File: src/rtl/ball_engine_if.sv
// ball_engine_if: groups the per-tick move enable, the two paddle spans and
// the ball/score outputs of the Speed Pong ball engine.
//   master : system side (drives tick and paddle spans, observes ball/score)
//   slave  : ball_engine side
// Signals:
//   tick            one-cycle move enable, synchronous to the engine clock
//   p1_y1/p1_y2     left paddle top/bottom
//   p2_y1/p2_y2     right paddle top/bottom
//   ball_x/ball_y   ball left/top edge
//   point_p1/p2     one-cycle score pulses
//   speed           current step size in pixels per tick
interface ball_engine_if;
  logic       tick;
  logic [9:0] p1_y1;
  logic [9:0] p1_y2;
  logic [9:0] p2_y1;
  logic [9:0] p2_y2;
  logic [9:0] ball_x;
  logic [9:0] ball_y;
  logic       point_p1;
  logic       point_p2;
  logic [3:0] speed;

  modport master (
    output tick, p1_y1, p1_y2, p2_y1, p2_y2,
    input  ball_x, ball_y, point_p1, point_p2, speed
  );

  modport slave (
    input  tick, p1_y1, p1_y2, p2_y1, p2_y2,
    output ball_x, ball_y, point_p1, point_p2, speed
  );
endinterface

File: src/rtl/ball_engine.sv
// ball_engine: ball motion and collision responder for Speed Pong.
// Holds the ball at center for SERVE_TICKS ticks, then moves it each tick,
// bouncing off the top/bottom walls and paddle faces, emitting a one-cycle
// point pulse on a miss and speeding up every HITS_PER_SPEEDUP paddle hits.
// Ports:
//   clk    system clock
//   reset  asynchronous, active-high reset
//   bus    ball_engine_if.slave (tick, paddle spans in; ball, points, speed out)
// Optional feature: define BALL_ANGLE_EN to add a one-pixel vertical boost
// after hits near the top or bottom quarter of a paddle.
module ball_engine #(
  parameter int unsigned SCREEN_W         = 640,
  parameter int unsigned SCREEN_H         = 480,
  parameter int unsigned BALL_SIZE        = 10,
  parameter int unsigned P1_X             = 20,
  parameter int unsigned P2_X             = 620,
  parameter int unsigned SERVE_TICKS      = 60,
  parameter int unsigned HITS_PER_SPEEDUP = 4,
  parameter int unsigned MAX_SPEED        = 8
) (
  input  logic          clk,
  input  logic          reset,
  ball_engine_if.slave  bus
);

  typedef enum logic [1:0] {SERVE, PLAY, SCORE} state_t;

  localparam int unsigned SCW = (SERVE_TICKS > 2) ? $clog2(SERVE_TICKS) : 1;
  localparam int unsigned HCW = (HITS_PER_SPEEDUP > 2) ? $clog2(HITS_PER_SPEEDUP) : 1;

  localparam logic [10:0] W_W    = 11'(SCREEN_W);
  localparam logic [10:0] H_H    = 11'(SCREEN_H);
  localparam logic [10:0] BS     = 11'(BALL_SIZE);
  localparam logic [10:0] HALF   = 11'(BALL_SIZE / 2);
  localparam logic [10:0] PX1    = 11'(P1_X);
  localparam logic [10:0] PX2    = 11'(P2_X);
  localparam logic [10:0] PX2L   = 11'(P2_X - BALL_SIZE);
  localparam logic [10:0] YMAX   = 11'(SCREEN_H - BALL_SIZE);
  localparam logic [10:0] CX     = 11'((SCREEN_W - BALL_SIZE) / 2);
  localparam logic [10:0] CY     = 11'((SCREEN_H - BALL_SIZE) / 2);
  localparam logic [3:0]  MAXS   = 4'(MAX_SPEED);
  localparam logic [SCW-1:0] SERVE_LAST = SCW'(SERVE_TICKS - 1);
  localparam logic [HCW-1:0] HIT_LAST   = HCW'(HITS_PER_SPEEDUP - 1);

  state_t         state_q, state_d;
  logic [10:0]    bx_q, bx_d;
  logic [10:0]    by_q, by_d;
  logic           dx_q, dx_d;      // 1 = moving right
  logic           dy_q, dy_d;      // 1 = moving down
  logic [3:0]     spd_q, spd_d;
  logic [HCW-1:0] hit_q, hit_d;
  logic [SCW-1:0] serve_q, serve_d;
  logic           pp1_q, pp1_d;
  logic           pp2_q, pp2_d;
`ifdef BALL_ANGLE_EN
  logic           vb_q, vb_d;
  logic [10:0]    hy1, hy2, qtr, ctr;
  logic           boost;
`endif

  logic [10:0] s11, v, by_bot, bx_right, nx, ny;
  logic        ndx, ndy, ov1, ov2, hit, miss_l, miss_r;

  always_comb begin
    state_d = state_q;
    bx_d    = bx_q;
    by_d    = by_q;
    dx_d    = dx_q;
    dy_d    = dy_q;
    spd_d   = spd_q;
    hit_d   = hit_q;
    serve_d = serve_q;
    pp1_d   = 1'b0;
    pp2_d   = 1'b0;

    s11 = {7'd0, spd_q};
`ifdef BALL_ANGLE_EN
    vb_d = vb_q;
    v    = s11 + {10'd0, vb_q};
`else
    v    = s11;
`endif
    by_bot   = by_q + BS;
    bx_right = bx_q + BS;

    // An empty or inverted paddle span never overlaps the ball.
    ov1 = (bus.p1_y1 < bus.p1_y2) && (by_bot > {1'b0, bus.p1_y1}) &&
          (by_q < {1'b0, bus.p1_y2});
    ov2 = (bus.p2_y1 < bus.p2_y2) && (by_bot > {1'b0, bus.p2_y1}) &&
          (by_q < {1'b0, bus.p2_y2});

    ny  = by_q;
    ndy = dy_q;
    if (dy_q) begin
      if (by_bot + v >= H_H) begin
        ny  = YMAX;
        ndy = 1'b0;
      end else begin
        ny = by_q + v;
      end
    end else begin
      if (by_q <= v) begin
        ny  = '0;
        ndy = 1'b1;
      end else begin
        ny = by_q - v;
      end
    end

    // Hit is tested before miss; a ball already behind a paddle just runs on.
    nx     = bx_q;
    ndx    = dx_q;
    hit    = 1'b0;
    miss_l = 1'b0;
    miss_r = 1'b0;
    if (dx_q) begin
      if ((bx_right < PX2) && (bx_right + s11 >= PX2) && ov2) begin
        nx  = PX2L;
        ndx = 1'b0;
        hit = 1'b1;
      end else if (bx_right + s11 >= W_W) begin
        miss_r = 1'b1;
      end else begin
        nx = bx_q + s11;
      end
    end else begin
      // bx_q - s <= P1_X written as bx_q <= P1_X + s to avoid underflow
      if ((bx_q > PX1) && (bx_q <= PX1 + s11) && ov1) begin
        nx  = PX1;
        ndx = 1'b1;
        hit = 1'b1;
      end else if (bx_q <= s11) begin
        miss_l = 1'b1;
      end else begin
        nx = bx_q - s11;
      end
    end

`ifdef BALL_ANGLE_EN
    hy1   = dx_q ? {1'b0, bus.p2_y1} : {1'b0, bus.p1_y1};
    hy2   = dx_q ? {1'b0, bus.p2_y2} : {1'b0, bus.p1_y2};
    qtr   = (hy2 - hy1) >> 2;
    ctr   = by_q + HALF;
    boost = (ctr < hy1 + qtr) || (ctr >= hy2 - qtr);
`endif

    unique case (state_q)
      SERVE: begin
        if (bus.tick) begin
          if (serve_q == SERVE_LAST) begin
            serve_d = '0;
            state_d = PLAY;
          end else begin
            serve_d = serve_q + SCW'(1);
          end
        end
      end
      PLAY: begin
        if (bus.tick) begin
          if (miss_l || miss_r) begin
            // Re-centre immediately so the pulse cycle already shows the serve position.
            state_d = SCORE;
            pp1_d   = miss_r;
            pp2_d   = miss_l;
            bx_d    = CX;
            by_d    = CY;
            spd_d   = 4'd1;
            hit_d   = '0;
            dx_d    = miss_r;
`ifdef BALL_ANGLE_EN
            vb_d    = 1'b0;
`endif
          end else begin
            bx_d = nx;
            by_d = ny;
            dx_d = ndx;
            dy_d = ndy;
            if (hit) begin
              if (hit_q == HIT_LAST) begin
                hit_d = '0;
                if (spd_q < MAXS) spd_d = spd_q + 4'd1;
              end else begin
                hit_d = hit_q + HCW'(1);
              end
`ifdef BALL_ANGLE_EN
              vb_d = boost;
`endif
            end
          end
        end
      end
      SCORE: begin
        state_d = SERVE;
        bx_d    = CX;
        by_d    = CY;
        spd_d   = 4'd1;
        hit_d   = '0;
        serve_d = '0;
`ifdef BALL_ANGLE_EN
        vb_d    = 1'b0;
`endif
      end
      default: state_d = SERVE;
    endcase
  end

  always_ff @(posedge clk or posedge reset) begin
    if (reset) begin
      state_q <= SERVE;
      bx_q    <= CX;
      by_q    <= CY;
      dx_q    <= 1'b1;
      dy_q    <= 1'b1;
      spd_q   <= 4'd1;
      hit_q   <= '0;
      serve_q <= '0;
      pp1_q   <= 1'b0;
      pp2_q   <= 1'b0;
`ifdef BALL_ANGLE_EN
      vb_q    <= 1'b0;
`endif
    end else begin
      state_q <= state_d;
      bx_q    <= bx_d;
      by_q    <= by_d;
      dx_q    <= dx_d;
      dy_q    <= dy_d;
      spd_q   <= spd_d;
      hit_q   <= hit_d;
      serve_q <= serve_d;
      pp1_q   <= pp1_d;
      pp2_q   <= pp2_d;
`ifdef BALL_ANGLE_EN
      vb_q    <= vb_d;
`endif
    end
  end

  // Positions never exceed 10 bits; the 11th bit only exists for the math.
  logic unused_hi;
  assign unused_hi = bx_q[10] ^ by_q[10];

  assign bus.ball_x   = bx_q[9:0];
  assign bus.ball_y   = by_q[9:0];
  assign bus.point_p1 = pp1_q;
  assign bus.point_p2 = pp2_q;
  assign bus.speed    = spd_q;

endmodule

File: src/flat_wrapper.sv
// flat-port wrapper written by rule: the top's interface ports become plain ports
module ball_engine_flat 
#(
  parameter int unsigned SCREEN_W         = 640,
  parameter int unsigned SCREEN_H         = 480,
  parameter int unsigned BALL_SIZE        = 10,
  parameter int unsigned P1_X             = 20,
  parameter int unsigned P2_X             = 620,
  parameter int unsigned SERVE_TICKS      = 60,
  parameter int unsigned HITS_PER_SPEEDUP = 4,
  parameter int unsigned MAX_SPEED        = 8
)
  (clk, reset, bus_tick, bus_p1_y1, bus_p1_y2, bus_p2_y1, bus_p2_y2, bus_ball_x, bus_ball_y, bus_point_p1, bus_point_p2, bus_speed);
  ball_engine_if bus_i ();
  input  logic clk;
  input  logic reset;
  input wire logic [$bits(bus_i.tick)-1:0] bus_tick;
  input wire logic [$bits(bus_i.p1_y1)-1:0] bus_p1_y1;
  input wire logic [$bits(bus_i.p1_y2)-1:0] bus_p1_y2;
  input wire logic [$bits(bus_i.p2_y1)-1:0] bus_p2_y1;
  input wire logic [$bits(bus_i.p2_y2)-1:0] bus_p2_y2;
  output wire logic [$bits(bus_i.ball_x)-1:0] bus_ball_x;
  output wire logic [$bits(bus_i.ball_y)-1:0] bus_ball_y;
  output wire logic [$bits(bus_i.point_p1)-1:0] bus_point_p1;
  output wire logic [$bits(bus_i.point_p2)-1:0] bus_point_p2;
  output wire logic [$bits(bus_i.speed)-1:0] bus_speed;
  assign bus_i.tick = bus_tick;
  assign bus_i.p1_y1 = bus_p1_y1;
  assign bus_i.p1_y2 = bus_p1_y2;
  assign bus_i.p2_y1 = bus_p2_y1;
  assign bus_i.p2_y2 = bus_p2_y2;
  assign bus_ball_x = bus_i.ball_x;
  assign bus_ball_y = bus_i.ball_y;
  assign bus_point_p1 = bus_i.point_p1;
  assign bus_point_p2 = bus_i.point_p2;
  assign bus_speed = bus_i.speed;
  ball_engine #(.SCREEN_W(SCREEN_W), .SCREEN_H(SCREEN_H), .BALL_SIZE(BALL_SIZE), .P1_X(P1_X), .P2_X(P2_X), .SERVE_TICKS(SERVE_TICKS), .HITS_PER_SPEEDUP(HITS_PER_SPEEDUP), .MAX_SPEED(MAX_SPEED)) u_core (.clk(clk), .reset(reset), .bus(bus_i));
endmodule
File: config.mk
export PLATFORM = sky130hd
export DESIGN_NAME = ball_engine_flat
export DESIGN_NICKNAME = d
export VERILOG_FILES = /design/src/rtl/ball_engine_if.sv /design/src/rtl/ball_engine.sv /design/src/flat_wrapper.sv
export SDC_FILE = /design/constraint.sdc
export NUM_CORES = 1
export LEC_CHECK = 0
export CAP_MARGIN = 10
export CORE_UTILIZATION = 58
export DETAILED_ROUTE_END_ITERATION = 10
export GPL_ROUTABILITY_DRIVEN = 0
export GPL_TIMING_DRIVEN = 0
export PLACE_DENSITY = 0.82
export SYNTH_ARGS = -nofsm -noshare
export SYNTH_HDL_FRONTEND = slang
export SYNTH_SLANG_ARGS = --single-unit
export TNS_END_PERCENT = 20
File: constraint.sdc
create_clock -name clk -period 4.4 [get_ports clk]
set_input_delay 0.66 -clock clk [delete_from_list [all_inputs] [get_ports clk]]
set_output_delay 0.66 -clock clk [all_outputs]
set_load 0.03 [all_outputs]
Yosys cells after proc, flatten, opt, wreduce, memory -nomap -nowiden
Cells that the tools add are included.
- bits in writable memories: 0
- output and inout port bits: 26
- ROM bits: 0
- latch bits: 0
- register bits: 40
- memories: 0
- shifts and indexed selects: 0
- multiply operators: 0
- muxes and demuxes: 54
- eq/ne operators: 13
- magnitude comparators: 15
- $add $sub $neg: 12
- reduce and logical (&&, ||, !) cells: 20
- divide/modulo/power cells: 0
- bitwise logic cells: 1
- operators by type and width (operator ; count):
    2-to-1 mux 11 bit ; 12
    adder 11 x 4 -> 11 bit ; 4
    case mux 11 bit (2 select lines) ; 2
    adder 11 x 4 -> 11 bit (second input constant) ; 2
    >= comparator 11 x 10 -> 1 bit (second input constant) ; 2
    greater-than comparator 11 x 10 -> 1 bit ; 2
    <= comparator 11 x 4 -> 1 bit ; 2
    less-than comparator 11 x 10 -> 1 bit ; 2
    subtractor 11 x 4 -> 11 bit ; 2
    2-to-1 mux 1 bit ; 21
    less-than comparator 10 bit ; 2
    2-to-1 mux 4 bit ; 5
    2-to-1 mux 2 bit ; 8
    2-to-1 mux 6 bit ; 2
    case mux 6 bit (2 select lines) ; 1
    >= comparator 11 x 9 -> 1 bit (second input constant) ; 1
    greater-than comparator 11 x 5 -> 1 bit (second input constant) ; 1
    <= comparator 11 bit ; 1
    less-than comparator 11 x 10 -> 1 bit (second input constant) ; 1
    inequality test 3 x 1 -> 1 bit (second input constant) ; 3
    logical AND 1 bit ; 8
    case mux 2 bit (2 select lines) ; 2
    case mux 4 bit (2 select lines) ; 1
    AND reduction 4 bit ; 2
    other kinds (19) ; 26

Longest topological paths before layout
- depth in word-level cells: 11
- mapped depth: 16
- gate-level depth less buffers: 15

Worst setup path before layout
OpenSTA, ideal clock, no wires.
- kind: reg-to-reg
- from: register u_core.by_q[6]
- to: register u_core.hit_q[0]
- arrival: 3451 ps
- stages on the path, launching flop included: 15
- period minus slack after synthesis: 3576 ps
- slack: 824 ps
- buffers on the path: 3
- cells stage by stage: dfstp_2 > buf_2 > clkbuf_1 > xor2_1 > ha_1 > a21o_1 > a21o_1 > a221oi_1 > o31ai_1 > and4b_2 > a31o_2 > buf_2 > o21a_1 > o21ai_2 > mux2_2
- cells in the longest elaborated chain, start to end: 11
- elaborated cells on any way between the ends: 24
- classes of those cells: add/sub: 1; order compare: 4; eq/ne: 1; mux: 10; reduce/logical: 8
- ends and longest elaborated chain (what ; line ; text):
    start: declaration ; ball_engine.sv:47 ; logic [10:0] by_q, by_d;
    start signal: assignment ; ball_engine.sv:225 ; by_q <= by_d;
    adder 11 x 4 -> 11 bit ; ball_engine.sv:83 ; by_bot = by_q + BS;
    greater-than comparator 11 x 10 -> 1 bit (on tied branches) ; ball_engine.sv:87, ball_engine.sv:89 ;
    logical AND 1 bit (on tied branches) (2 in series) ; ball_engine.sv:87, ball_engine.sv:89 ;
    logical AND 1 bit (on tied branches) ; ball_engine.sv:128, ball_engine.sv:117 ;
    2-to-1 mux 1 bit (on tied branches) ; ball_engine.sv:128, ball_engine.sv:117 ;
    2-to-1 mux 1 bit ; ball_engine.sv:116 ; if (dx_q) begin
    logical OR 1 bit ; ball_engine.sv:160 ; if (miss_l || miss_r) begin
    2-to-1 mux 2 bit ; ball_engine.sv:160 ;
    2-to-1 mux 2 bit ; ball_engine.sv:159 ; if (bus.tick) begin
    case mux 2 bit (2 select lines) ; ball_engine.sv:147 ; unique case (state_q)
    end signal: assignment ; ball_engine.sv:229 ; hit_q <= hit_d;
    end: declaration ; ball_engine.sv:51 ; logic [HCW-1:0] hit_q, hit_d;
Parallel ways exist; a longest one is shown, timed or not. The select of a mux whose other input is x is not followed.
A chain may end at the register's enable or synchronous reset.

Worst setup path after layout
- from: register u_core.spd_q[1], in the netlist u_core.bus.speed[1]
- to: register u_core.by_q[7]
- cells in the longest elaborated chain, start to end: 10
- elaborated cells on any way between the ends: 28
- classes of those cells: add/sub: 5; order compare: 6; mux: 12; reduce/logical: 5
- ends and longest elaborated chain (what ; line ; text):
    start: declaration ; ball_engine.sv:50 ; logic [3:0] spd_q, spd_d;
    start signal: assignment ; ball_engine.sv:228 ; spd_q <= spd_d;
    adder 11 x 4 -> 11 bit / adder 5 x 4 -> 6 bit (equally long branches) ; ball_engine.sv:117, ball_engine.sv:121, ball_engine.sv:128 ;
    >= comparator 11 x 10 -> 1 bit / <= comparator 11 bit (equally long branches) ; ball_engine.sv:117, ball_engine.sv:128 ;
    logical AND 1 bit (on tied branches) (2 in series) ; ball_engine.sv:117, ball_engine.sv:128 ;
    2-to-1 mux 1 bit (on tied branches) ; ball_engine.sv:117, ball_engine.sv:128 ;
    2-to-1 mux 1 bit ; ball_engine.sv:116 ;
    logical OR 1 bit ; ball_engine.sv:160 ;
    2-to-1 mux 11 bit (*) ; ball_engine.sv:160 ;
    2-to-1 mux 11 bit (*) ; ball_engine.sv:159 ;
    case mux 11 bit (2 select lines) (*) ; ball_engine.sv:147 ;
Mark *: on every way between the ends. The rest lies on a longest branch, timed or not. The select of a mux whose other input is x is not followed.

==> results.md <==
- Pre-CTS setup slack: 0.274 ns
- Post-synth EDFFs: 0
- Gate power share: around 77%
- WP data required: 4.64 ns
- Leakage dissipation: 0.00314 µW
- Slew Viols, Final: 0
- HP Start: u_core.serve_q[1]$_DFFE_PP0P_
- Initial antenna violation count: 0
- Setup bufs post-CTS: 0
- Die area: 10500 µm²
- Final hold violations: 0
- Fill count: 794
- Mapped cell area: 5840 µm²
- Flops & latches, synth: 40
- CTS max path bufs: 2
- Clock-pin transition on the worst setup and hold timing paths: 0.09 ns
- H-tree levels: 2
- Max Freq: 241 MHz
- Seq/Total Area, Yosys: 17.4%
- Post-CTS Resized: 0
- Port Buffer Count: 67
- Clk sinks: 40
- Cts hold-fix bufs: 0
- Antenna Nets Post-Route: 0
- Hold depth: 2
- First-pass GRT wire length: about 27000 µm
- # nets final: about 940
- Area grow syn2layout: 16.5%
- Initial DRT Pass Iterations: 5
- Min cycle time layout: about 4.2 ns
- DP HPWL: between 10000 and 15000 µm
- Max Fanout on Critical Path: 11
- Net count after synthesis: about 860
- Total GRT Usage: 33.5%
- Sequential power share: 16.7%
- Largest net degree at the start of global routing: 41
- Via density: between 6 and 7
- Status: complete, no violations
- YS warnings: 0
- Mean cell area of the mapped netlist: 8.09 µm²
- Slew HR: 42.0%
- # DRC: 0
- Switching share of power: 53.7%
- Top FF cell, synth: dfrtp_1
- Total grt overflow: 0
- Clk_skew: 0.0144 ns
- Worst skew pair latency: 0.32 ns
- Crit end category: register
- Final setup margin: 0.243 ns
- Distinct cells, synth: 89
- Share of layout cells above drive strength 1: 11.3%
- DR WL/cell: 18.2 µm
- Vias in the first global route: 5753
- Slew at the pin with the worst max-slew slack: 0.869 ns
- CTS tree: built
- Core area: 9770 µm²
- DRT Wirelength: between 15000 and 20000 µm
- RSZ-0062 raised after global routing: false
- Clock Tree Root: clkbuf_8
- Cells after Synth: 722
- Number of I/O pins: 69
- RR Endpoint: u_core.by_q[7]$_DFFE_PP1P_
- Maximum vdd drop: 413 µV
- Reg2Reg Launch Point: u_core.bus.speed[1]$_DFFE_PP0P_
- DRT iter0 DRCs: 444
- Die Wd: 102 µm
- FF-to-FF path depth: 13
- Area occupied by multi-input gates: 4250 µm²
- Setup-failing EPs final: 0
- Worst Setup Path Type: register to register
- Post-synth top area cell: ha_1
- Clock Power Share: 6.5%
- FF+latch area: just over 1000 µm²
- Worst Hold Endpoint: u_core.serve_q[1]$_DFFE_PP0P_
- Pwr/cell area: 746 nW/µm²
- Max_cap viols: 0
- Share of flip-flops with an asynchronous set or reset: 100%
- Fin crit share: between 90% and 100%
- Hold WC Path Type: register to register
- DR vias: 5866
- Psw: 2730 µW
- TritonCTS Buffers: 5
- Starting Density: 59.8%
- Setup TNS: 0 ns
- Std-Cell Rows: 36
- Critical Path Start Type: register
- Largest cells by area after synthesis: ha_1 19%, dfrtp_1 11%, dfstp_2 6.7%
- Diode count: 0
- Cell Int Power: around 2400 µW
- Data arrival time at the worst-slack endpoint: 4.39 ns
- Top cell type's share of synthesized area: just under 20%
- Chip height: 102 µm
- R2r setup slk: ~0.24 ns
## critical path, cell delays in order, from the launching register on
cell and delay [ns]:
dfrtp_1 0.72, inv_1 0.34, ha_1 0.42, a21oi_1 0.32
nor2b_1 0.26, xnor2_1 0.14, a311oi_1 0.13, a2111o_1 0.33
o21ai_2 0.21, nand3_4 0.19, a311oi_4 0.51, buf_4 0.28
o21ai_1 0.09, o21a_1 0.13
## kinds of logic after synthesis
| logic type | after synthesis | share of synthesized area, % |
|---|---|---|
| compound gates | 213 | 26.0 |
| simple gates | 205 | 18.7 |
| fa+ha+maj | 96 | 21.3 |
| flops | 40 | 17.4 |
| mux | 8 | 1.46 |
| xor+xnor | 33 | 5.07 |
| buf+inv | 127 | 10.0 |
## power groups by stage
stage / Sequential [µW] / Combinational, µW / Clock, µW
floorplan: 779 / 2810 / 0
global placement: 837 / 3570 / 0
detailed placement: 845 / 3770 / 0
CTS: 839 / 3810 / 327
global route: 870 / 4250 / 348
finish: 848 / 3900 / 332
## layer usage
layer	track usage (%)	part of all wire, %
met5	0	0
met4	12.5	2.4
met3	4.31	8.1
met2	56.5	47
met1	43.8	42
## through the flow
stage                     cells  hold slack [ns]  total power, µW  area [µm²]  util (%)
after floorplan             722            0.476             3590        5840         -
after global placement      922            0.491             4410        6680      68.4
after detailed placement    922            0.507             4620        6680      68.4
after CTS                   930            0.533             4980        6800      69.5
after global routing        930            0.573             5470        6810      69.7
final                       930            0.539             5080        6810      69.7
## worst max-delay path by stage
stage          slack, ns  depth (start not counted)                            start                               to
6_report            0.24                         13  u_core.bus.speed[1]$_DFFE_PP0P_       u_core.by_q[7]$_DFFE_PP1P_
4_1_cts             0.26                         15       u_core.by_q[6]$_DFFE_PP1P_       u_core.by_q[7]$_DFFE_PP1P_
3_5_place_dp        0.27                         15       u_core.by_q[6]$_DFFE_PP1P_       u_core.by_q[7]$_DFFE_PP1P_
3_3_place_gp        0.34                         14       u_core.by_q[6]$_DFFE_PP1P_      u_core.hit_q[0]$_DFFE_PP0P_
5_1_grt              0.1                         15       u_core.by_q[1]$_DFFE_PP1P_  u_core.bus.speed[2]$_DFFE_PP0P_
2_1_floorplan       0.82                         14       u_core.by_q[6]$_DFFE_PP1P_      u_core.hit_q[0]$_DFFE_PP0P_
## synth_stat cells, types with 14 or more instances
master    count
ha_1         90
inv_1        75
nor2_1       57
nand2_1      43
a21oi_1      41
o21ai_0      31
dfrtp_1      25
buf_4        22
a21o_1       19
xnor2_1      19
clkbuf_1     18
nand3_1      16
nor3_1       16
dfstp_2      15
o22ai_1      14
## flip-flops by register name (all words and copies together), names as in the netlist
name	cells
u_core.hit_q	2
u_core.serve_q	6
u_core.bus.point_p1	1
u_core.state_q	2
u_core.bx_q	11
u_core.bus.speed	4
u_core.dx_q	1
u_core.bus.point_p2	1
u_core.by_q	11
u_core.dy_q	1
## cells in the final DEF (no fill, tap or decap), drive strengths merged, types with 15 or more instances in the layout
cell type,n
xnor2,20
nand2,44
clkdlybuf4s50,67
nor3,19
a21oi,42
a21o,19
inv,75
buf,34
nand3,17
ha,90
dfstp,15
clkbuf,23
o21ai,40
dfrtp,25
nor2,58
## layout make-up
type	instances	share of cell area [%]
inverters	75	4.13
flip-flops and latches	40	15.0
plain buffers	52	4.48
well taps	133	2.44
clock buffers	5	1.01
repair buffers	67	9.85
clock inverters	3	0.698
multi-input cells	555	62.4
(Power assumes the default switching activity.)
